**src/rtl/ram_ctrl_pkg.sv**
```systemverilog
// ram_ctrl_pkg
// Shared definitions for the lab RAM front end: controller state encoding,
// default RAM geometry, and the RAM read latency (also used by the RAM wrapper).
package ram_ctrl_pkg;

  localparam int ADDR_W_DEF = 5;
  localparam int DATA_W_DEF = 8;
  // Address register plus output register inside the RAM macro.
  localparam int RAM_RD_LAT = 2;

  typedef enum logic [2:0] {
    IDLE,
    WRITE,
    READ,
    WAIT,
    CAPTURE
  } state_t;

endpackage

```
**src/rtl/ram_access_ctrl_switch_debounce.sv**
```systemverilog
// switch_debounce
// Synchronizes a raw switch, filters it with a stability counter and emits a
// one-cycle pulse on each accepted 0->1 change of the filtered level.
// Ports:
//   clk    in   clock
//   rst_n  in   asynchronous active-low reset
//   raw    in   asynchronous switch input
//   rise   out  one-cycle pulse on an accepted rising edge
module switch_debounce #(
  parameter int DB_CYCLES = 1_000_000
) (
  input  logic clk,
  input  logic rst_n,
  input  logic raw,
  output logic rise
);

  localparam int CNT_W = $clog2(DB_CYCLES + 1);
  localparam logic [CNT_W-1:0] CNT_LAST = CNT_W'(DB_CYCLES - 1);

  logic             sync_p0, sync_p1;
  logic             prime_p0, prime_p1;
  logic             level;
  logic             armed;
  logic [CNT_W-1:0] cnt;

  always_ff @(posedge clk or negedge rst_n) begin
    if (!rst_n) begin
      sync_p0  <= 1'b0;
      sync_p1  <= 1'b0;
      prime_p0 <= 1'b0;
      prime_p1 <= 1'b0;
      level    <= 1'b0;
      armed    <= 1'b0;
      cnt      <= '0;
      rise     <= 1'b0;
    end else begin
      // Stage p0 -> p1: metastability filter
      sync_p0  <= raw;
      sync_p1  <= sync_p0;
      prime_p0 <= 1'b1;
      prime_p1 <= prime_p0;
      rise     <= 1'b0;
      // A switch already high when reset releases must be seen low once
      // before its edge counts; prime_p1 marks sync_p1 as a real sample.
      if (prime_p1 && !sync_p1 && !level)
        armed <= 1'b1;
      // Stage p1 -> level: accept a new level only after it holds steadily
      if (sync_p1 == level) begin
        cnt <= '0;
      end else if (cnt == CNT_LAST) begin
        cnt   <= '0;
        level <= sync_p1;
        rise  <= sync_p1 & armed;
      end else begin
        cnt <= cnt + 1'b1;
      end
    end
  end

endmodule

```
**src/rtl/ram_access_ctrl.sv**
```systemverilog
// ram_access_ctrl
// Front end for the single-port lab RAM. Turns the write switch into one
// clean write request, runs a periodic read scan of all addresses, and
// arbitrates both so the RAM sees one access per cycle. The last scan read
// is registered for the display stage.
// Ports:
//   CLOCK_50     in   clock
//   rst_n        in   asynchronous active-low reset
//   sw_wr_req    in   raw write switch
//   sw_wr_addr   in   raw write address switches
//   sw_wr_data   in   raw write data switches
//   ram_address  out  RAM address
//   ram_data     out  RAM write data (zero outside a write)
//   ram_wren     out  RAM write enable
//   ram_q        in   RAM read data
//   disp_addr    out  address of the last completed scan read
//   disp_data    out  data of the last completed scan read
//   disp_valid   out  one-cycle pulse when disp_addr/disp_data update
//   wr_done      out  one-cycle pulse when a write is issued
module ram_access_ctrl
  import ram_ctrl_pkg::*;
#(
  parameter int ADDR_W    = ADDR_W_DEF,
  parameter int DATA_W    = DATA_W_DEF,
  parameter int TICK_DIV  = 25_000_000,
  parameter int DB_CYCLES = 1_000_000,
  parameter int RD_LAT    = RAM_RD_LAT
) (
  input  logic              CLOCK_50,
  input  logic              rst_n,
  input  logic              sw_wr_req,
  input  logic [ADDR_W-1:0] sw_wr_addr,
  input  logic [DATA_W-1:0] sw_wr_data,
  output logic [ADDR_W-1:0] ram_address,
  output logic [DATA_W-1:0] ram_data,
  output logic              ram_wren,
  input  logic [DATA_W-1:0] ram_q,
  output logic [ADDR_W-1:0] disp_addr,
  output logic [DATA_W-1:0] disp_data,
  output logic              disp_valid,
  output logic              wr_done
);

  localparam int TICK_W = $clog2(TICK_DIV + 1);
  localparam logic [TICK_W-1:0] TICK_LAST = TICK_W'(TICK_DIV - 1);
  localparam int WAIT_W = $clog2(RD_LAT + 1);
  // WAIT lasts RD_LAT-1 cycles, so its last count is RD_LAT-2.
  localparam logic [WAIT_W-1:0] WAIT_LAST = WAIT_W'(RD_LAT - 2);

  state_t              state;
  logic                wr_rise;
  logic                wr_pend, rd_pend;
  logic [ADDR_W-1:0]   addr_sync_p0, addr_sync_p1;
  logic [DATA_W-1:0]   data_sync_p0, data_sync_p1;
  logic [ADDR_W-1:0]   wr_addr, rd_addr, scan_addr;
  logic [DATA_W-1:0]   wr_data;
  logic [TICK_W-1:0]   tick_cnt;
  logic                tick_wrap;
  logic [WAIT_W-1:0]   wait_cnt;

  switch_debounce #(
    .DB_CYCLES(DB_CYCLES)
  ) u_wr_db (
    .clk  (CLOCK_50),
    .rst_n(rst_n),
    .raw  (sw_wr_req),
    .rise (wr_rise)
  );

  // Stage p0 -> p1: address/data switch synchronizers, then the write latch
  always_ff @(posedge CLOCK_50) begin
    addr_sync_p0 <= sw_wr_addr;
    addr_sync_p1 <= addr_sync_p0;
    data_sync_p0 <= sw_wr_data;
    data_sync_p1 <= data_sync_p0;
    if (wr_rise) begin
      wr_addr <= addr_sync_p1;
      wr_data <= data_sync_p1;
    end
  end

  assign tick_wrap = (tick_cnt == TICK_LAST);

  always_ff @(posedge CLOCK_50 or negedge rst_n) begin
    if (!rst_n) begin
      tick_cnt  <= '0;
      scan_addr <= '0;
    end else if (tick_wrap) begin
      tick_cnt  <= '0;
      scan_addr <= scan_addr + 1'b1;
    end else begin
      tick_cnt <= tick_cnt + 1'b1;
    end
  end

  always_ff @(posedge CLOCK_50 or negedge rst_n) begin
    if (!rst_n) begin
      state       <= IDLE;
      wr_pend     <= 1'b0;
      rd_pend     <= 1'b0;
      rd_addr     <= '0;
      wait_cnt    <= '0;
      ram_address <= '0;
      ram_data    <= '0;
      ram_wren    <= 1'b0;
      wr_done     <= 1'b0;
      disp_addr   <= '0;
      disp_data   <= '0;
      disp_valid  <= 1'b0;
    end else begin
      ram_wren   <= 1'b0;
      ram_data   <= '0;
      wr_done    <= 1'b0;
      disp_valid <= 1'b0;
      // A new request landing on the clearing cycle wins, so none is lost;
      // repeated ticks simply merge into the one rd_pend.
      wr_pend <= wr_rise   | (wr_pend & (state != WRITE));
      rd_pend <= tick_wrap | (rd_pend & (state != READ));
      unique case (state)
        IDLE: begin
          // Outputs are registered, so they are loaded on entry to the
          // state in which the RAM must see them.
          if (wr_pend) begin
            state       <= WRITE;
            ram_address <= wr_addr;
            ram_data    <= wr_data;
            ram_wren    <= 1'b1;
            wr_done     <= 1'b1;
          end else if (rd_pend) begin
            state       <= READ;
            rd_addr     <= scan_addr;
            ram_address <= scan_addr;
          end
        end
        WRITE: state <= IDLE;
        READ: begin
          wait_cnt <= '0;
          state    <= WAIT;
        end
        WAIT: begin
          // ram_address is left untouched until the data is captured.
          if (wait_cnt == WAIT_LAST) state <= CAPTURE;
          else wait_cnt <= wait_cnt + 1'b1;
        end
        CAPTURE: begin
          disp_addr  <= rd_addr;
          disp_data  <= ram_q;
          disp_valid <= 1'b1;
          state      <= IDLE;
        end
        default: state <= IDLE;
      endcase
    end
  end

endmodule

```
**config.mk**
```make
export PLATFORM = sky130hd
export DESIGN_NAME = ram_access_ctrl
export DESIGN_NICKNAME = d
export VERILOG_FILES = /design/src/rtl/ram_ctrl_pkg.sv /design/src/rtl/ram_access_ctrl_switch_debounce.sv /design/src/rtl/ram_access_ctrl.sv
export SDC_FILE = /design/constraint.sdc
export NUM_CORES = 1
export LEC_CHECK = 0
export ABC_CLOCK_PERIOD_IN_PS = 6220
export CAP_MARGIN = 40
export CORE_MARGIN = 3
export CORE_UTILIZATION = 45
export DETAILED_ROUTE_END_ITERATION = 8
export PLACE_DENSITY = 0.73
export SETUP_SLACK_MARGIN = 0.1
export SYNTH_ARGS = -nofsm -noshare
export SYNTH_HDL_FRONTEND = slang
export SYNTH_SLANG_ARGS = --single-unit
```
**constraint.sdc**
```tcl
create_clock -name CLOCK_50 -period 6.22 [get_ports CLOCK_50]
set_clock_uncertainty 0.1 [all_clocks]
set_input_delay 1.244 -clock CLOCK_50 [delete_from_list [all_inputs] [get_ports CLOCK_50]]
set_output_delay 1.244 -clock CLOCK_50 [all_outputs]
set_load 0.1 [all_outputs]
```
==> flow_metrics.py, run 1 <==
metrics = {
    "setup_path": {
        "worstSetupEndpointType": "output pin",
        "critical_path_required_ps": 4880,
        "cp_cell_sequence": "clkdlybuf4s50_1 > buf_8",
        "crit_buf_inv": 2,
        "cp_max_fo": 2,
        "cp.arrival_ps": 1500,
        "critical-path-top-delay-family": "buffers and inverters",
        "start_kind": "register",
        "slowest_delay_ps": 530,
        "crit_type": "register to output pin",
        "critical-path-slowest-cell": "clkdlybuf4s50_1",
    },
    "hold_path": {
        "hold_path_class": "register to register",
    },
    "global_route": {
        "grt_usage_pct": 16.0,
        "antenna_found_initial": 0,
        "grt_remaining_overflow": 0,
        "grt_pass1_vias": 3407,
        "grt_max_degree": 58,
        "grt_pass1_wl_um": 16100,
    },
    "clocking": {
        "cts-root-buf": "clkbuf_16",
        "htreeDepth": 4,
        "cts_buffers": 17,
        "post_cts_resize_count": 0,
        "clock_sinks": 136,
        "cts_setup_buffers": 0,
        "clkSlewWorstSetupHoldPaths_ps": 60,
        "cts.path.max_buffers": 2,
        "cts_hold_buffers": 0,
        "clock_latency_ps": 410,
        "cts_tree": "built",
    },
    "detailed_routing": {
        "viasPerCell": 5.24,
        "firstDrtPassIters": 4,
        "finalWirelength_um": 9350,
        "drc_errors": 0,
        "routedWlPerCell_um": 14.3,
        "first_iter_violations": 196,
        "dr_total_vias": 3420,
        "drtAntennaViolNets": 0,
    },
    "synthesis": {
        "synth-main-ff-cell": "dfrtp_1",
        "synth_top_family_by_area": "simple AND/OR/NAND/NOR gates",
        "synthTopCellsByCount": "97 x dfrtp_1, 26 x dfxtp_1, 22 x nand2_1, 22 x nor2_1, 21 x mux2_2",
        "synth_edf_count": 13,
        "synth_nets": 437,
        "synth_top_area_share_pct": 47.3,
        "yosysSeqAreaShare_pct": 65.1,
        "ys_ff_latch": 136,
        "syn_area_um2": 5130,
        "synth_cell_types": 43,
        "syn_area_per_cell_um2": 12.5,
        "synth.most_common_cell": "dfrtp_1",
        "synthXorXnorAreaFrac_pct": 5.12,
        "yosys_warnings": 0,
        "synth_top_area_cell": "dfrtp_1",
        "synth_cells": 409,
        "async_reset_ff_share_pct": 71.3,
        "synthAdderAreaFrac_pct": 0.976,
        "synthMuxAreaShare_pct": 5.59,
        "synth_area_leaders": "dfrtp_1 47%, dfxtp_1 10%, edfxtp_1 7.6%, mux2_2 4.6%, xnor2_1 2.9%",
        "synth_compound_area_share_pct": 5.25,
        "synth-simple-area-share_pct": 16.0,
    },
    "timing": {
        "tns_ps": 0,
        "tightest_slew_ps": 888,
        "slew_viol_final": 0,
        "max_freq_mhz": 352,
        "report.final.hold_viol_count": 0,
        "finalSetupViolCount": 0,
        "rsz0062_at_grt": "false",
        "slew_headroom_pct": 40.4,
        "fin_crit_sh_pct": 45.7,
        "fin_crit_ps": 2840,
    },
    "power_and_ir_drop": {
        "clkPwrFrac_pct": 50.6,
        "swShare_pct": 22.4,
        "p_sw_uw": 428,
        "p_leak_nw": 2.93,
        "combPwrFrac_pct": 1.7,
        "ir_drop_mv": 0.172,
        "internal_power_mw": 1.48,
        "seq_power_share_pct": 47.7,
        "pwr_density_cell_nw_per_um2": 280,
    },
    "place": {
        "port_buffers": 52,
        "hpwl_um": 6410,
        "gp_congestion": 0.762,
    },
    "finish": {
        "syn_to_final_growth_pct": 33.2,
        "drive_gt1_share_pct": 18.7,
        "diodes": 0,
        "final_util_pct": 62.2,
        "nets": 528,
    },
    "floorplan": {
        "design.core.area_um2": 11000,
        "start_util_pct": 46.7,
        "rows": 38,
        "num_io_pins": 53,
        "die_w_um": 113,
        "die_h_um": 113,
        "die_area_um2": 12700,
    },
    "flow_run": {
        "maxCapViolations": 0,
    },
    "outcome": {
        "status": "completed",
    },
}
final cells by class:
| type | instances | area, µm² |
|---|---|---|
| clock buffer | 19 | 464 |
| clock inverter | 13 | 124 |
| fill | 813 | 4150 |
| inverter | 10 | 37.5 |
| multi-input combinational | 250 | 1700 |
| sequential | 136 | 3340 |
| tap | 140 | 175 |
| timing repair buffer | 85 | 987 |
registers in the layout, indices dropped and copies added, names as in the netlist, 2 cells and up:
name,count
addr_sync_p0,5
addr_sync_p1,5
data_sync_p0,8
data_sync_p1,8
disp_addr,5
disp_data,8
ram_address,5
ram_data,8
rd_addr,5
scan_addr,5
state,3
tick_cnt,25
u_wr_db.cnt,20
wait_cnt,2
wr_addr,5
wr_data,8
stage by stage:
step	total power [mW]	instance area, µm²	std cells	setup WS, ps	hold slack (ps)
2_1_floorplan	0.931	5130	409	3550	210
3_3_place_gp	0.960	5800	591	3420	213
3_5_place_dp	0.962	6240	621	3710	215
4_1_cts	1.94	6830	653	3350	229
5_1_grt	1.97	6830	653	3320	235
6_report	1.91	6830	653	3380	229
kinds of logic after synthesis:
kind of cell	Yosys count
and+or+nand+nor	142
DFF	136
AOI/OAI and AO/OA	47
xor gates and xnor gates	30
muxes	26
buffers and inverters	23
adders and majority gates	4
other	1
worst paths after layout:
check	from	endpoint	slack [ps]	cells past startpoint
setup / recovery	disp_data[6]	disp_data[6]	3380	2
hold / removal	data_sync_p0[7]	data_sync_p1[7]	230	0
setup reg to reg	tick_cnt[0]	scan_addr[1]	3710	6
hold reg to reg	data_sync_p0[7]	data_sync_p1[7]	230	0
max in group asynchronous	rst_n	ram_data[6]	4250	2
min in group asynchronous	rst_n	tick_cnt[3]	700	1
layout by cell type (no fill, tap or decap), types with 5 or more instances in the layout:
cell | netlist | final
mux2i_1 | 5 | 5
or3_1 | 10 | 10
and4_1 | 7 | 7
clkdlybuf4s50_1 | 0 | 51
or4_1 | 7 | 7
nor3_1 | 9 | 9
nand4_1 | 9 | 9
dfrtp_1 | 97 | 97
dfxtp_1 | 26 | 26
nand2_1 | 22 | 22
inv_6 | 0 | 6
clkbuf_16 | 0 | 18
a21oi_1 | 18 | 18
xnor2_1 | 17 | 17
inv_1 | 10 | 10
buf_8 | 0 | 29
xor2_1 | 13 | 13
nand3_1 | 20 | 20
nor2_1 | 22 | 22
and3_1 | 11 | 11
o31ai_1 | 7 | 6
mux2_2 | 21 | 21
edfxtp_1 | 13 | 13
o21ai_0 | 16 | 16
power groups by stage:
stage	combinational [mW]	sequential [mW]	clock [mW]
2_1_floorplan	0.00511	0.926	0
3_3_place_gp	0.0327	0.928	0
3_5_place_dp	0.0336	0.928	0
4_1_cts	0.0339	0.911	0.990
5_1_grt	0.0373	0.912	1.02
6_report	0.0323	0.911	0.968
metal layers:
metal | vias to the layer above | wire, µm | track usage (%) | part of all wire (%)
met3 | 18 | 342 | 4.71 | 3.7
met4 | 0 | 184 | 8.33 | 2.0
li1 | 1642 | - | - | -
met5 | - | 0 | 0 | 0
met2 | 69 | 4700 | 25.6 | 50
met1 | 1691 | 4130 | 19.8 | 44
Note: power is estimated with default switching activity, not from simulation.
==> inputs of run 2 (changes only) <==
ABC_CLOCK_PERIOD_IN_PS = 2900   (was 6220)
clock period = 2.9 ns   (was 6.22 ns; I/O delays follow)
==> flow_metrics.py, run 2 (synthesized netlist as in run 1, its figures left out) <==
metrics = {
    "power_and_ir_drop": {
        "fin_total_pwr_mw": 4.07,
        "p_leak_nw": 2.78,
        "pwr_density_cell_nw_per_um2": 642,
        "ir_drop_mv": 0.362,
    },
    "global_route": {
        "grtUsageMet3_pct": 3.96,
        "grt_use_met1_pct": 20.5,
        "grt_pass1_wl_um": 15700,
        "grt_usage_pct": 15.5,
        "gr-max-usage-layer": "met2",
        "grt_max_degree": 56,
        "antenna_found_initial": 0,
        "grt_remaining_overflow": 0,
        "grt_pass1_vias": 3290,
        "use_met2_pct": 24.6,
    },
    "hold_path": {
        "hold_path_class": "primary input to asynchronous set/reset pin",
    },
    "setup_path": {
        "ff2ff_path_depth": 5,
        "cp_cell_sequence": "ha_1 > and4_1 > nand4_1 > or4_1 > a21oi_1",
        "critical_path_required_ps": 3140,
        "slowest_delay_ps": 600,
        "crit_type": "register to register",
        "cp_max_fo": 12,
        "start_kind": "register",
        "cp.arrival_ps": 2470,
        "worstSetupEndpointType": "register",
        "critical-path-slowest-cell": "or4_1",
    },
    "flow_run": {
        "maxCapViolations": 0,
    },
    "detailed_routing": {
        "finalWirelength_um": 9070,
        "first_iter_violations": 257,
        "viasPerCell": 5.28,
        "dr_total_vias": 3304,
        "drc_errors": 0,
        "routedWlPerCell_um": 14.5,
        "drtAntennaViolNets": 0,
        "firstDrtPassIters": 4,
    },
    "finish": {
        "top_regs": "tick_cnt x25, u_wr_db.cnt x20",
        "nets": 501,
        "largest_reg_flops": 25,
        "regMostFlops": "tick_cnt",
        "layout_commonest_cell": "dfrtp_1",
        "diodes": 0,
        "fill_cells": 883,
        "final_util_pct": 57.7,
        "final_cells": 626,
        "drive_gt1_share_pct": 20.2,
        "syn_to_final_growth_pct": 23.5,
        "mostFrequentLayoutCells": "97 x dfrtp_1, 35 x buf_4, 26 x dfxtp_1",
    },
    "clocking": {
        "cts.path.max_buffers": 2,
        "cts_buffers": 17,
        "clkSlewWorstSetupHoldPaths_ps": 60,
        "cts_setup_buffers": 0,
        "clock_latency_ps": 410,
        "htreeDepth": 4,
        "cts_hold_buffers": 0,
        "clock_sinks": 136,
        "cts-root-buf": "clkbuf_16",
        "post_cts_resize_count": 0,
        "cts_tree": "built",
    },
    "place": {
        "hpwl_um": 6030,
        "dp_cells": 594,
        "gp_congestion": 0.778,
        "port_buffers": 52,
    },
    "floorplan": {
        "num_io_pins": 53,
        "die_w_um": 113,
        "rows": 38,
        "die_area_um2": 12700,
        "die_h_um": 113,
        "design.core.area_um2": 11000,
        "start_util_pct": 46.7,
    },
    "timing": {
        "tns_ps": 0,
        "fin_crit_sh_pct": 76.9,
        "max_freq_mhz": 448,
        "slew_headroom_pct": 61.5,
        "fin_crit_ps": 2230,
        "rsz0062_at_grt": "false",
        "finalSetupViolCount": 0,
        "report.final.hold_viol_count": 0,
        "slew_viol_final": 0,
        "tightest_slew_ps": 574,
    },
    "outcome": {
        "status": "completed",
    },
}
run 2: worst max-delay path, delay by kind of cell (launching register included):
kind | cells | cell delay, ps
flip-flops | 1 | 390
AND/OR/NAND/NOR | 3 | 1310
AO/OA/AOI/OAI | 1 | 150
adder cells (fa/ha/maj) | 1 | 220
run 2: final cells by class:
class | count | area (µm²) | share of cell area (%)
multi-input cells | 250 | 1700 | 26.9
repair buffers | 58 | 503 | 7.94
well taps | 140 | 175 | 2.77
clock inverters | 15 | 151 | 2.39
clock buffers | 17 | 425 | 6.72
flip-flops and latches | 136 | 3340 | 52.7
inverters | 10 | 37.5 | 0.593
run 2: path summary, 6_finish.rpt:
path                                  from         endpoint  slack [ps]
setup / recovery               tick_cnt[0]     tick_cnt[24]         670
hold / removal                       rst_n      tick_cnt[3]          60
setup reg to reg               tick_cnt[0]     tick_cnt[24]         670
hold reg to reg            data_sync_p0[0]  data_sync_p1[0]         220
max in group asynchronous            rst_n          wr_done        1970
min in group CLOCK_50      data_sync_p0[0]  data_sync_p1[0]         220
run 2: per-layer routing:
| metal | wire length (µm) | vias up | part of all wire, % |
|---|---|---|---|
| met1 | 3990 | 1626 | 44 |
| li1 | - | 1597 | - |
| met3 | 396 | 11 | 4.4 |
| met4 | 155 | 0 | 1.7 |
| met5 | 0 | - | 0 |
| met2 | 4530 | 70 | 50 |
run 2: through the flow:
step,hold WS (ps),cell area (µm²),worst slack [ps]
2_1_floorplan,184,5130,885
3_3_place_gp,213,5760,811
3_5_place_dp,214,5760,683
4_1_cts,70.8,6330,666
5_1_grt,96.1,6330,444
6_report,62.6,6330,669
run 2: power breakdown:
part	internal (mW)	switching, mW	total (mW)
registers	1.94	0.0118	1.95
logic	0.0343	0.0372	0.0715
clock network	1.14	0.901	2.04
